**src/rtl/ab_mon_pkg.sv**
```systemverilog
// ---------------------------------------------------------------------------
// ab_mon_pkg
// Shared definitions for the a&&b in-circuit assertion monitor:
//   - ab_mon_state_e : monitor state encoding
//   - AB_CNT_W       : default width of violation / run-length counters
//   - AB_TS_W        : default width of the cycle timestamp counter
// ---------------------------------------------------------------------------
package ab_mon_pkg;

   localparam int AB_CNT_W = 16;
   localparam int AB_TS_W  = 32;

   typedef enum logic [1:0] {
      IDLE     = 2'd0,
      CHECK    = 2'd1,
      FAILING  = 2'd2,
      CLEARING = 2'd3
   } ab_mon_state_e;

endpackage

```
**src/rtl/sat_counter.sv**
```systemverilog
// ---------------------------------------------------------------------------
// sat_counter
// Up-counter that sticks at all-ones instead of wrapping.
// Ports:
//   clk  : clock, rising edge
//   rst  : asynchronous active-high reset (q -> 0)
//   clr  : synchronous clear, has priority over inc
//   inc  : increment request
//   q    : registered count, W bits
// ---------------------------------------------------------------------------
module sat_counter
   import ab_mon_pkg::*;
#(
   parameter int W = AB_CNT_W
) (
   input  logic         clk,
   input  logic         rst,
   input  logic         clr,
   input  logic         inc,
   output logic [W-1:0] q
);

   logic [W-1:0] q_r;

   // Count register: clear beats increment, increment stops at all-ones.
   always_ff @(posedge clk or posedge rst) begin
      if (rst) begin
         q_r <= {W{1'b0}};
      end else if (clr) begin
         q_r <= {W{1'b0}};
      end else if (inc && (q_r != {W{1'b1}})) begin
         q_r <= q_r + W'(1'b1);
      end else begin
         q_r <= q_r;
      end
   end

   assign q = q_r;

endmodule

```
**config.mk**
```make
export PLATFORM = sky130hd
export DESIGN_NAME = sat_counter
export DESIGN_NICKNAME = d
export VERILOG_FILES = /design/src/rtl/ab_mon_pkg.sv /design/src/rtl/sat_counter.sv
export SDC_FILE = /design/constraint.sdc
export NUM_CORES = 1
export LEC_CHECK = 0
export BUFFER_PORTS_ARGS = -buffer_cell sky130_fd_sc_hd__buf_2
export CAP_MARGIN = 30
export CORE_ASPECT_RATIO = 1.25
export CORE_MARGIN = 1
export CORE_UTILIZATION = 47
export DETAILED_ROUTE_END_ITERATION = 12
export GPL_TIMING_DRIVEN = 0
export PLACE_DENSITY_LB_ADDON = 0.1
export SLEW_MARGIN = 20
export SYNTH_ARGS = -nofsm -noshare
export SYNTH_HDL_FRONTEND = slang
export SYNTH_SLANG_ARGS = --single-unit
```
**constraint.sdc**
```tcl
create_clock -name clk -period 1.85 [get_ports clk]
set_clock_uncertainty 0.05 [all_clocks]
set_input_delay 0.185 -clock clk [delete_from_list [all_inputs] [get_ports clk]]
set_output_delay 0.185 -clock clk [all_outputs]
set_load 0.005 [all_outputs]
```
After elaboration in Yosys (flattened, before gate mapping)
Index checks and enable logic that the tools add are counted.
- add/subtract/negate cells: 1
- multiply operators: 0
- divide/modulo/power cells: 0
- $lt $le $gt $ge: 0
- eq/ne operators: 1
- shifts and indexed selects: 0
- mux-type cells: 2
- bitwise logic cells: 0
- reductions and logical operators: 2
- operators by type and width (cell ; count):
    $mux 16 ; 2
    $add 16x1->16 const B ; 1
    $ne 16x16->1 const B ; 1
    $reduce_bool 2->1 ; 1
    $logic_and 1x1->1 ; 1
- register bits: 16
- bits in latches: 0
- bits in writable memories: 0
- bits in read-only memories: 0
- bits of input ports: 4
- output and inout bits: 16
- memories: 0

Logic depth before layout (Yosys ltp)
Gate-level depths: netlist (run 1).
- depth in word-level cells: 4
- depth in mapped cells: 6
- gate-level depth less buffers: 5

Worst setup path after synthesis (run 1)
Ideal clock, no wire load.
- path kind: reg2reg
- from: register q_r[0] (netlist: q[0])
- to: register q_r[0] (netlist: q[0])
- library setup time: 125 ps
- data arrival time: 1657 ps
- slack: 18 ps
- cell stages (with the launch flop): 7
- buffers on the path: 1
- period minus slack after synthesis: 1832 ps
- cells stage by stage: dfrtp_1 -> ha_1 -> clkbuf_1 -> nand3_1 -> nor4_1 -> nor2b_1 -> mux2_2
- longest elaborated chain between the ends: 3
- RTL lines (item ; RTL line ; source):
    start: declaration ; sat_counter.sv:23 ; logic [W-1:0] q_r;
    start signal: assignment ; sat_counter.sv:28 ; q_r <= {W{1'b0}};
    start signal: assignment ; sat_counter.sv:30 ; q_r <= {W{1'b0}};
    start signal: assignment ; sat_counter.sv:32 ; q_r <= q_r + W'(1'b1);
    $add 16x1->16 / $ne 16x16->1 (equally long branches) ; sat_counter.sv:32, sat_counter.sv:31 ;
    $mux 16 / $logic_and 1x1->1 (equally long branches) ; sat_counter.sv:31 ; end else if (inc && (q_r != {W{1'b1}})) begin
    $mux 16 / $reduce_bool 2->1 (equally long branches) ; n/a ;
Several ways; a longest one is shown, not always the timed one. The select of a mux whose other input is x is not followed.
A chain may end at the register's enable or synchronous reset.

Worst setup path in the final report (run 1)
- from: register q_r[11] (netlist: q[11])
- to: register q_r[4] (netlist: q[4])
- longest elaborated chain between the ends: 3
- RTL lines (item ; RTL line):
    $ne 16x16->1 ; sat_counter.sv:31
    $logic_and 1x1->1 ; sat_counter.sv:31
    $reduce_bool 2->1 (no source line) ; n/a
Every way passes these cells.

==> impl_results.md, run 1 <==
- Fillers: 136
- Nets@finish: 138
- WP buf/inv: 0
- Effective utilization at floorplan: 51.6%
- Hold Violations, Final: 0
- Via Count: 931
- CTS max path bufs: 2
- Sequential Area: 408 um2
- Worst setup margin: 0.0171 ns
- Leak Pwr: 0.516 nW
- CP top delay family: simple AND/OR/NAND/NOR gates
- Max VDD drop: 0.512 mV
- Pin count of the biggest net entering global routing: 17
- Syn avg cell area: 9.23 um2
- Vias per inst: 6.17
- Fmax: 546 MHz
- Power density cells: 535 nW/um2
- Final core utilization: 66.7%
- Area of the multi-input gates: 536 um2
- Worst skew pair latency: 0.29 ns
- Critical path fanouts, max: 7
- Top Ports: 20
- CTS clk-pin slew, worst paths: 0.11 ns
- Setup crit start kind: register
- Initial DRT Pass Iterations: 4
- Sequential element share of the synthesized area: 43.0%
- DRT antenna net count: 0
- Routed WL: 2220 um
- CP Capture Type: register
- CTS tree: built
- Die Wd: 41.8 um
- Drt drc: 0
- Row Count: 17
- DRT iter0 DRCs: 20
- Post-Synthesis Cells: 101
- Clock Sinks: 16
- Mapped Nets: 106
- Crit path kind: reg -> reg
- Worst Hold Class: in -> reg
- Num CTS Buffers: 3
- FFs w/ async S/R, synth: 100%
- Detailed placement HPWL: 1450 um
- Most frequent cells in the layout: 17 x buf_2, 12 x a21oi_1, 11 x buf_4, 10 x dfrtp_1
- Status: completed
- Critical-path cell list: nand4_1 -> nor4_1 -> o21ai_0 -> a21oi_1
- Main flop type after synthesis: dfrtp_1
- Wirelength per Cell: 14.7 um
- Root buffer cell: clkbuf_4
- RSZ-0062 raised after global routing: yes
- Die height: 51.8 um
- Largest register FFs: 16
- Period utilization: 99.1%
- RD Place Congestion: 0.742
- Post-synth cell types: 29
- Setup_tns: 0 ns
- Synth top area share: 43.0%
- Synth area leader: dfrtp_1
- Share of layout cells above drive strength 1: 37.9%
- Most common cell after layout, fill and taps aside: buf_2
- # diodes: 0
- Vias in the first global route: 737
- Mapped Area: 932 um2
- Number of synthesized register bits: 16
- Synth Warn #: 0
- Post-synth EDFFs: 0
- Final slew viol count: 0
- Slew margin rel.: 58.0%
- Die area: 2170 um2
- Grt ovf: 0
- Initial antenna violation count: 0
- GR Util All Layers: 20.1%
- Top post-synthesis cells by area: dfrtp_1 43%, a21oi_1 6.4%, or4_1 4.8%, o31ai_1 4.0%, or3_1 4.0%
- H-tree levels: 1
- Area Growth Syn to Fin: 29.4%
- Port bufs: 17
- Pre-CTS setup slack: -0.295 ns
- Worst Tran Pin Value: 0.629 ns
- Critical-path top delay cell: nor4_1
- Final setup fails: 0
- Crit path largest cell delay: 0.61 ns
- First-pass GRT wire length: 3300 um
- Core outline area: 1810 um2
- Arrival time worst endpoint: 1.99 ns
- Post-route minimum period: 1.83 ns
- Worst EP required: 2.01 ns
- Max Cap Violations: 0
layer usage:
layer  vias up  track usage (%)  wire, um
li1        457                -         -
met1       441             26.8      1070
met2        31             32.8      1070
met3         2             2.08        70
met4         0             9.14        17
met5         -                0         0
synthesized netlist by cell type, drive strengths merged (4+ instances only):
cell,number
a21oi,12
dfrtp,16
nand2,6
nand3,7
nand4,5
nor3,4
o21ai,5
o31ai,5
or3,7
or4,8
power by group:
group / total, W / switching (W) / internal (W)
sequential: 0.000363 / 0.00000870 / 0.000354
combinational: 0.0000445 / 0.0000257 / 0.0000188
clock: 0.000237 / 0.000118 / 0.000120
what timing repair did:
| action | 4_1_cts | 5_1_grt |
|---|---|---|
| pin swaps | 1 | 3 |
| hold buffers | 1 | 0 |
| endpoints found under the hold margin | 16 | 0 |
| endpoints found under the setup margin | 9 | 10 |
| gates resized for setup | 6 | 7 |
| buffers inserted | 3 | 7 |
worst paths after layout:
kind | slack (ns) | startpoint | end | cells past startpoint
min | 0.05 | clr | q[7]$_DFFE_PP0P_ | 2
max reg2reg | 0.02 | q[11]$_DFFE_PP0P_ | q[4]$_DFFE_PP0P_ | 4
max | 0.02 | q[11]$_DFFE_PP0P_ | q[4]$_DFFE_PP0P_ | 4
min reg2reg | 0.53 | q[14]$_DFFE_PP0P_ | q[14]$_DFFE_PP0P_ | 2
max in group asynchronous | 0.83 | rst | q[2]$_DFFE_PP0P_ | 3
min in group asynchronous | 0.46 | rst | q[7]$_DFFE_PP0P_ | 3
worst reg2reg max path: stages, from the launching register on:
cell,delay (ns)
dfrtp_1,0.45
nand4_1,0.33
nor4_1,0.61
o21ai_0,0.18
a21oi_1,0.15
area by class of cell:
| type | instances | share of cell area [%] |
|---|---|---|
| Multi-Input combinational cell | 78 | 44.4 |
| Sequential cell | 16 | 33.8 |
| Timing Repair Buffer | 28 | 14.1 |
| Clock buffer | 4 | 3.01 |
| Tap cell | 19 | 1.97 |
| Buffer | 3 | 1.76 |
| Inverter | 3 | 0.934 |
stage by stage:
stage	hold slack, ns	total power, W	cells	instance area (um2)
floorplan	0.0487	0.000394	101	932
global placement	0.240	0.000406	137	1040
detailed placement	0.252	0.000408	137	1040
CTS	0.0520	0.000647	144	1120
global route	0.0721	0.000668	151	1210
finish	0.0489	0.000645	151	1210
logic make-up (layout without fill, tap and decap cells):
family,Yosys count,in the layout,synth area share (%)
compound gates,25,25,15.7
fa+ha+maj,1,1,1.34
mux,3,3,3.49
buf+inv,7,38,3.89
simple gates,49,49,32.6
flops,16,16,43.0
Note: power is estimated with default switching activity, not from simulation.
==> run 2: changes to the inputs <==
--- a/config.mk
+++ b/config.mk
@@ -12,6 +12,7 @@
 export CORE_UTILIZATION = 47
 export DETAILED_ROUTE_END_ITERATION = 12
 export GPL_TIMING_DRIVEN = 0
+export HOLD_SLACK_MARGIN = 0.12
 export PLACE_DENSITY_LB_ADDON = 0.1
 export SLEW_MARGIN = 20
 export SYNTH_ARGS = -nofsm -noshare
==> run 2 against run 1 <==
Effect of this change: sequential cell count did not move; final cell count increased by 0.66%; worst hold slack better by 0.24 ns; critical path type unchanged; core utilization rose by 0.55 points; total power rose by 0.27%; first-iteration DRC count is 5.0% higher.
==> impl_results.md, run 2 (synthesized netlist as in run 1, its figures left out) <==
- Status: completed (unchanged)
- Grt ovf: 0 (unchanged)
- Pre-CTS setup slack: -0.295 ns (unchanged)
- Post-route minimum period: 1.83 ns (about the same)
- Final setup fails: 0 (unchanged)
- Via Count: 937 (was 931)
- Hold Violations, Final: 0 (unchanged)
- Fillers: 135 (was 136)
- Placed insts: 137 (unchanged)
- Root buffer cell: clkbuf_4 (unchanged)
- Slew margin rel.: 58.0% (about the same)
- Die height: 51.8 um (unchanged)
- Area of the multi-input gates: 536 um2 (unchanged)
- Setup crit start kind: register (unchanged)
- Area Growth Syn to Fin: 30.5% (was 29.4%)
- DRT antenna net count: 0 (unchanged)
- Fmax: 546 MHz (unchanged)
- Leak Pwr: 0.520 nW (was 0.516 nW)
- DRT iter0 DRCs: 21 (was 20)
- Arrival time worst endpoint: 1.99 ns (about the same)
- Clock Sinks: 16 (unchanged)
- Die area: 2170 um2 (unchanged)
- Port bufs: 17 (unchanged)
- RSZ-0062 raised after global routing: yes (unchanged)
- Share of layout cells above drive strength 1: 37.6% (was 37.9%)
- Critical path fanouts, max: 7 (unchanged)
- Largest register FFs: 16 (unchanged)
- Initial DRT Pass Iterations: 4 (unchanged)
- Power density cells: 532 nW/um2 (was 535 nW/um2)
- Layout Cells excl Fill: 152 (was 151)
- Effective utilization at floorplan: 51.6% (unchanged)
- Die Wd: 41.8 um (unchanged)
- Top Ports: 20 (unchanged)
- RD Place Congestion: 0.742 (unchanged)
- Worst EP required: 2.01 ns (about the same)
- Num CTS Buffers: 3 (unchanged)
- CTS max path bufs: 2 (unchanged)
- Most frequent cells in the layout: 17 x buf_2, 12 x a21oi_1, 11 x buf_4, 10 x dfrtp_1 (unchanged)
- Detailed placement HPWL: 1450 um (unchanged)
- Vias in the first global route: 742 (was 737)
- CTS clk-pin slew, worst paths: 0.11 ns (about the same)
- H-tree levels: 1 (unchanged)
- GR Util All Layers: 20.2% (was 20.1%)
- Period utilization: 99.1% (about the same)
- CTS tree: built (unchanged)
- Nets@finish: 139 (was 138)
- First-pass GRT wire length: 3330 um (was 3300 um)
- CP Capture Type: register (unchanged)
- Sequential Area: 408 um2 (unchanged)
- Final slew viol count: 0 (unchanged)
- Row Count: 17 (unchanged)
- Initial antenna violation count: 0 (unchanged)
- Wirelength per Cell: 14.7 um (about the same)
- Max Cap Violations: 0 (unchanged)
- Max VDD drop: 0.512 mV (about the same)
- Drt drc: 0 (unchanged)
- Worst skew pair latency: 0.29 ns (about the same)
- Most common cell after layout, fill and taps aside: buf_2 (unchanged)
- Pin count of the biggest net entering global routing: 17 (unchanged)
- # diodes: 0 (unchanged)
- Vias per inst: 6.16 (was 6.17)
- Worst setup margin: 0.0171 ns (about the same)
- Core outline area: 1810 um2 (unchanged)
- Worst Tran Pin Value: 0.629 ns (about the same)
- Routed WL: 2230 um (was 2220 um)
- Crit path kind: reg -> reg (unchanged)
- Worst Hold Class: in -> reg (unchanged)
==> run 2: changes by cell type in the layout (fill, tap and decap cells not counted) <==
cell	change
dlygate4sd3_1	+1
==> run 2: per-layer routing <==
metal / share of wire (%) / vias up / routed length, um / GRT usage (%)
li1: - / 459 / - / -
met1: 48 / 447 / 1080 / 27.0
met2: 48 / 29 / 1070 / 33.1
met3: 2.8 / 2 / 63 / 2.08
met4: 0.76 / 0 / 17 / 9.14
met5: 0 / - / 0 / 0
==> run 2: final cells by class <==
class | count | area share (%)
Clock buffer | 4 | 2.98
Tap cell | 19 | 1.95
Multi-Input combinational cell | 78 | 44.0
Inverter | 3 | 0.926
Timing Repair Buffer | 29 | 14.8
Sequential cell | 16 | 33.5
Buffer | 3 | 1.75
==> run 2: power by group <==
part	switching [W]	leakage [nW]	internal, W	total, W
clock	0.000118	0.0210	0.000120	0.000237
combinational	0.0000261	0.287	0.0000201	0.0000462
sequential	0.00000871	0.213	0.000354	0.000363
total	0.000153	0.520	0.000494	0.000647
==> run 2: what timing repair did <==
item	CTS	global route
buffers inserted	3	7
endpoints found under the hold margin	19	0
pin swaps	1	3
endpoints found under the setup margin	9	10
gates resized for setup	6	7
hold buffers	2	0
==> run 2: final timing paths <==
| path | startpoint | endpoint | slack, ns | cells after the start |
|---|---|---|---|---|
| worst max-delay path | q[11]$_DFFE_PP0P_ | q[4]$_DFFE_PP0P_ | 0.02 | 4 |
| worst min-delay path | inc | q[6]$_DFFE_PP0P_ | 0.29 | 3 |
| worst max register to register | q[11]$_DFFE_PP0P_ | q[4]$_DFFE_PP0P_ | 0.02 | 4 |
| worst min register to register | q[14]$_DFFE_PP0P_ | q[14]$_DFFE_PP0P_ | 0.53 | 2 |
| max in group asynchronous | rst | q[2]$_DFFE_PP0P_ | 0.83 | 3 |
| min in group asynchronous | rst | q[7]$_DFFE_PP0P_ | 0.46 | 3 |
==> run 2: critical path, cell delays in order (launching register included) <==
cell and delay, ns:
dfrtp_1 0.45, nand4_1 0.33, nor4_1 0.61, o21ai_0 0.18
a21oi_1 0.15
==> run 2: per-stage QoR <==
stage | TNS, ns | util (%) | hold slack [ns] | power, W | cell area [um2]
CTS | 0 | 62.7 | 0.258 | 0.000649 | 1130
global route | -0.283 | 67.3 | 0.312 | 0.000670 | 1220
global placement | -0.620 | 57.6 | 0.240 | 0.000406 | 1040
finish | 0 | 67.3 | 0.287 | 0.000647 | 1220
detailed placement | -0.835 | 57.6 | 0.252 | 0.000408 | 1040
floorplan | 0 | - | 0.0487 | 0.000394 | 932
==> run 3: changes to the inputs <==
--- a/config.mk
+++ b/config.mk
@@ -14,6 +14,7 @@
 export GPL_TIMING_DRIVEN = 0
 export HOLD_SLACK_MARGIN = 0.12
 export PLACE_DENSITY_LB_ADDON = 0.1
+export SETUP_SLACK_MARGIN = 0.1
 export SLEW_MARGIN = 20
 export SYNTH_ARGS = -nofsm -noshare
 export SYNTH_HDL_FRONTEND = slang
==> run 3 against run 2 <==
Effect of this change: highest routed layer unchanged; routed wire length increased by 17%; clock power decreased by 14%; die area unchanged; clock-buffer cell count unchanged.
==> impl_results.md, run 3 (synthesized netlist as in run 1, its figures left out) <==
- CP Capture Type: register (unchanged)
- Post-route minimum period: 1.84 ns (was 1.83 ns)
- Leak Pwr: 0.594 nW (was 0.520 nW)
- Top Ports: 20 (unchanged)
- Num CTS Buffers: 3 (unchanged)
- Pre-CTS setup slack: -0.0813 ns (was -0.295 ns)
- Max VDD drop: 0.389 mV (was 0.512 mV)
- Worst setup margin: 0.0106 ns (was 0.0171 ns)
- Worst Hold Class: in -> reg (unchanged)
- CTS tree: built (unchanged)
- Effective utilization at floorplan: 51.6% (unchanged)
- Status: completed (unchanged)
- Via Count: 1037 (was 937)
- WP buf/inv: 0 (unchanged)
- Area of the multi-input gates: 544 um2 (was 536 um2)
- Critical-path cell list: nand3_1 -> or4_4 -> or4_4 -> a21oi_2 (was nand4_1 -> nor4_1 -> o21ai_0 -> a21oi_1)
- Final hold slack: 0.246 ns (was 0.287 ns)
- Root buffer cell: clkbuf_4 (unchanged)
- First-pass GRT wire length: 4090 um (was 3330 um)
- Fmax: 544 MHz (was 546 MHz)
- GR Util All Layers: 25.1% (was 20.2%)
- RD Place Congestion: 0.774 (was 0.742)
- Final slew viol count: 0 (unchanged)
- Hold Violations, Final: 0 (unchanged)
- Initial DRT Pass Iterations: 4 (unchanged)
- Area Growth Syn to Fin: 42.1% (was 30.5%)
- Most frequent cells in the layout: 24 x buf_4, 17 x buf_2, 11 x dfrtp_1, 10 x a21oi_1, 7 x nand3_1 (was 17 x buf_2, 12 x a21oi_1, 11 x buf_4, 10 x dfrtp_1)
- Worst Tran Pin Value: 0.620 ns (was 0.629 ns)
- Die height: 51.8 um (unchanged)
- Sequential Area: 407 um2 (was 408 um2)
- Crit path largest cell delay: 0.52 ns (was 0.61 ns)
- Share of layout cells above drive strength 1: 44.2% (was 37.6%)
- H-tree levels: 1 (unchanged)
- Power density cells: 469 nW/um2 (was 532 nW/um2)
- CP top delay family: simple AND/OR/NAND/NOR gates (unchanged)
- Fillers: 131 (was 135)
- Most common cell after layout, fill and taps aside: buf_4 (was buf_2)
- Pin count of the biggest net entering global routing: 17 (unchanged)
- CTS max path bufs: 2 (unchanged)
- Largest register FFs: 16 (unchanged)
- Critical-path top delay cell: or4_4 (was nor4_1)
- Worst skew pair latency: 0.30 ns (was 0.29 ns)
- Nets@finish: 153 (was 139)
- DRT antenna net count: 0 (unchanged)
- Worst EP required: 2.03 ns (was 2.01 ns)
- Port bufs: 17 (unchanged)
- Row Count: 17 (unchanged)
- Cell mode on critical path: or4_4
- Core outline area: 1810 um2 (unchanged)
- Initial antenna violation count: 0 (unchanged)
- Grt ovf: 0 (unchanged)
- Clock Sinks: 16 (unchanged)
- Die Wd: 41.8 um (unchanged)
- Max Cap Violations: 0 (unchanged)
- Crit path kind: reg -> reg (unchanged)
- Arrival time worst endpoint: 2.02 ns (was 1.99 ns)
- Vias per inst: 6.25 (was 6.16)
- Vias in the first global route: 906 (was 742)
- Setup crit start kind: register (unchanged)
- Routed WL: 2610 um (was 2230 um)
- Placed insts: 137 (unchanged)
- Die area: 2170 um2 (unchanged)
- CTS clk-pin slew, worst paths: 0.10 ns (was 0.11 ns)
- Slew margin rel.: 58.6% (was 58.0%)
- Period utilization: 99.4% (was 99.1%)
- Layout Cells excl Fill: 166 (was 152)
- RSZ-0062 raised after global routing: yes (unchanged)
- Drt drc: 0 (unchanged)
- Final setup fails: 0 (unchanged)
- Wirelength per Cell: 15.7 um (was 14.7 um)
- Detailed placement HPWL: 1440 um (was 1450 um)
- Critical path fanouts, max: 6 (was 7)
- # diodes: 0 (unchanged)
- DRT iter0 DRCs: 26 (was 21)
==> run 3: cell types whose count changed in the layout (fill, tap and decap cells not counted), sizes merged <==
cell	change
clkbuf	+1
buf	+13
==> run 3: layout make-up <==
type                    count  share of cell area, %
inverters                   3                  0.850
repair buffers             42                   21.0
flip-flops and latches     16                   30.7
plain buffers               4                   2.64
well taps                  19                   1.79
multi-input cells          78                   41.1
clock buffers               4                   1.98
==> run 3: through the flow <==
stage | cell area (um2) | TNS [ns] | total power, W | util (%)
after global routing | 1330 | -0.0799 | 0.000646 | 73.3
after global placement | 1050 | -0.0223 | 0.000407 | 58.1
after detailed placement | 1050 | -0.0954 | 0.000407 | 58.1
after floorplan | 942 | 0 | 0.000394 | -
after CTS | 1230 | 0 | 0.000618 | 68.2
final | 1330 | 0 | 0.000621 | 73.3
==> run 3: final timing paths <==
path	to	slack, ns	from	depth (start not counted)
max in group asynchronous	q[2]$_DFFE_PP0P_	0.85	rst	3
min in group asynchronous	q[0]$_DFFE_PP0P_	0.45	rst	3
min reg2reg	q[14]$_DFFE_PP0P_	0.53	q[14]$_DFFE_PP0P_	2
max	q[13]$_DFFE_PP0P_	0.01	q[1]$_DFFE_PP0P_	4
max reg2reg	q[13]$_DFFE_PP0P_	0.01	q[1]$_DFFE_PP0P_	4
min	q[6]$_DFFE_PP0P_	0.25	inc	3
==> run 3: worst reg2reg max path, cell delays in order, from the launching register on <==
cell,delay [ns]
dfrtp_1,0.41
nand3_1,0.24
or4_4,0.52
or4_4,0.43
a21oi_2,0.12
==> run 3: report_power, final <==
part,internal (W),switching [W],leakage [nW]
logic,0.0000276,0.0000317,0.366
registers,0.000354,0.00000427,0.214
clock network,0.0000841,0.000120,0.0150
total,0.000465,0.000156,0.594
==> run 3: repair_timing <==
item                       in CTS  in global routing
hold buffers                    2                  0
hold endpoints to repair       19                  0
gates resized for setup         8                  7
setup endpoints to repair       8                 14
pin swaps                       6                  4
setup buffers                  14                  9
==> run 3: routing by layer <==
| metal | vias to the layer above | share of wire, % | GRT usage [%] |
|---|---|---|---|
| met5 | - | 0 | 0 |
| met4 | 0 | 1.5 | 15.6 |
| met3 | 6 | 5.7 | 2.43 |
| met2 | 49 | 50 | 41.7 |
| met1 | 497 | 42 | 31.2 |
| li1 | 485 | - | - |
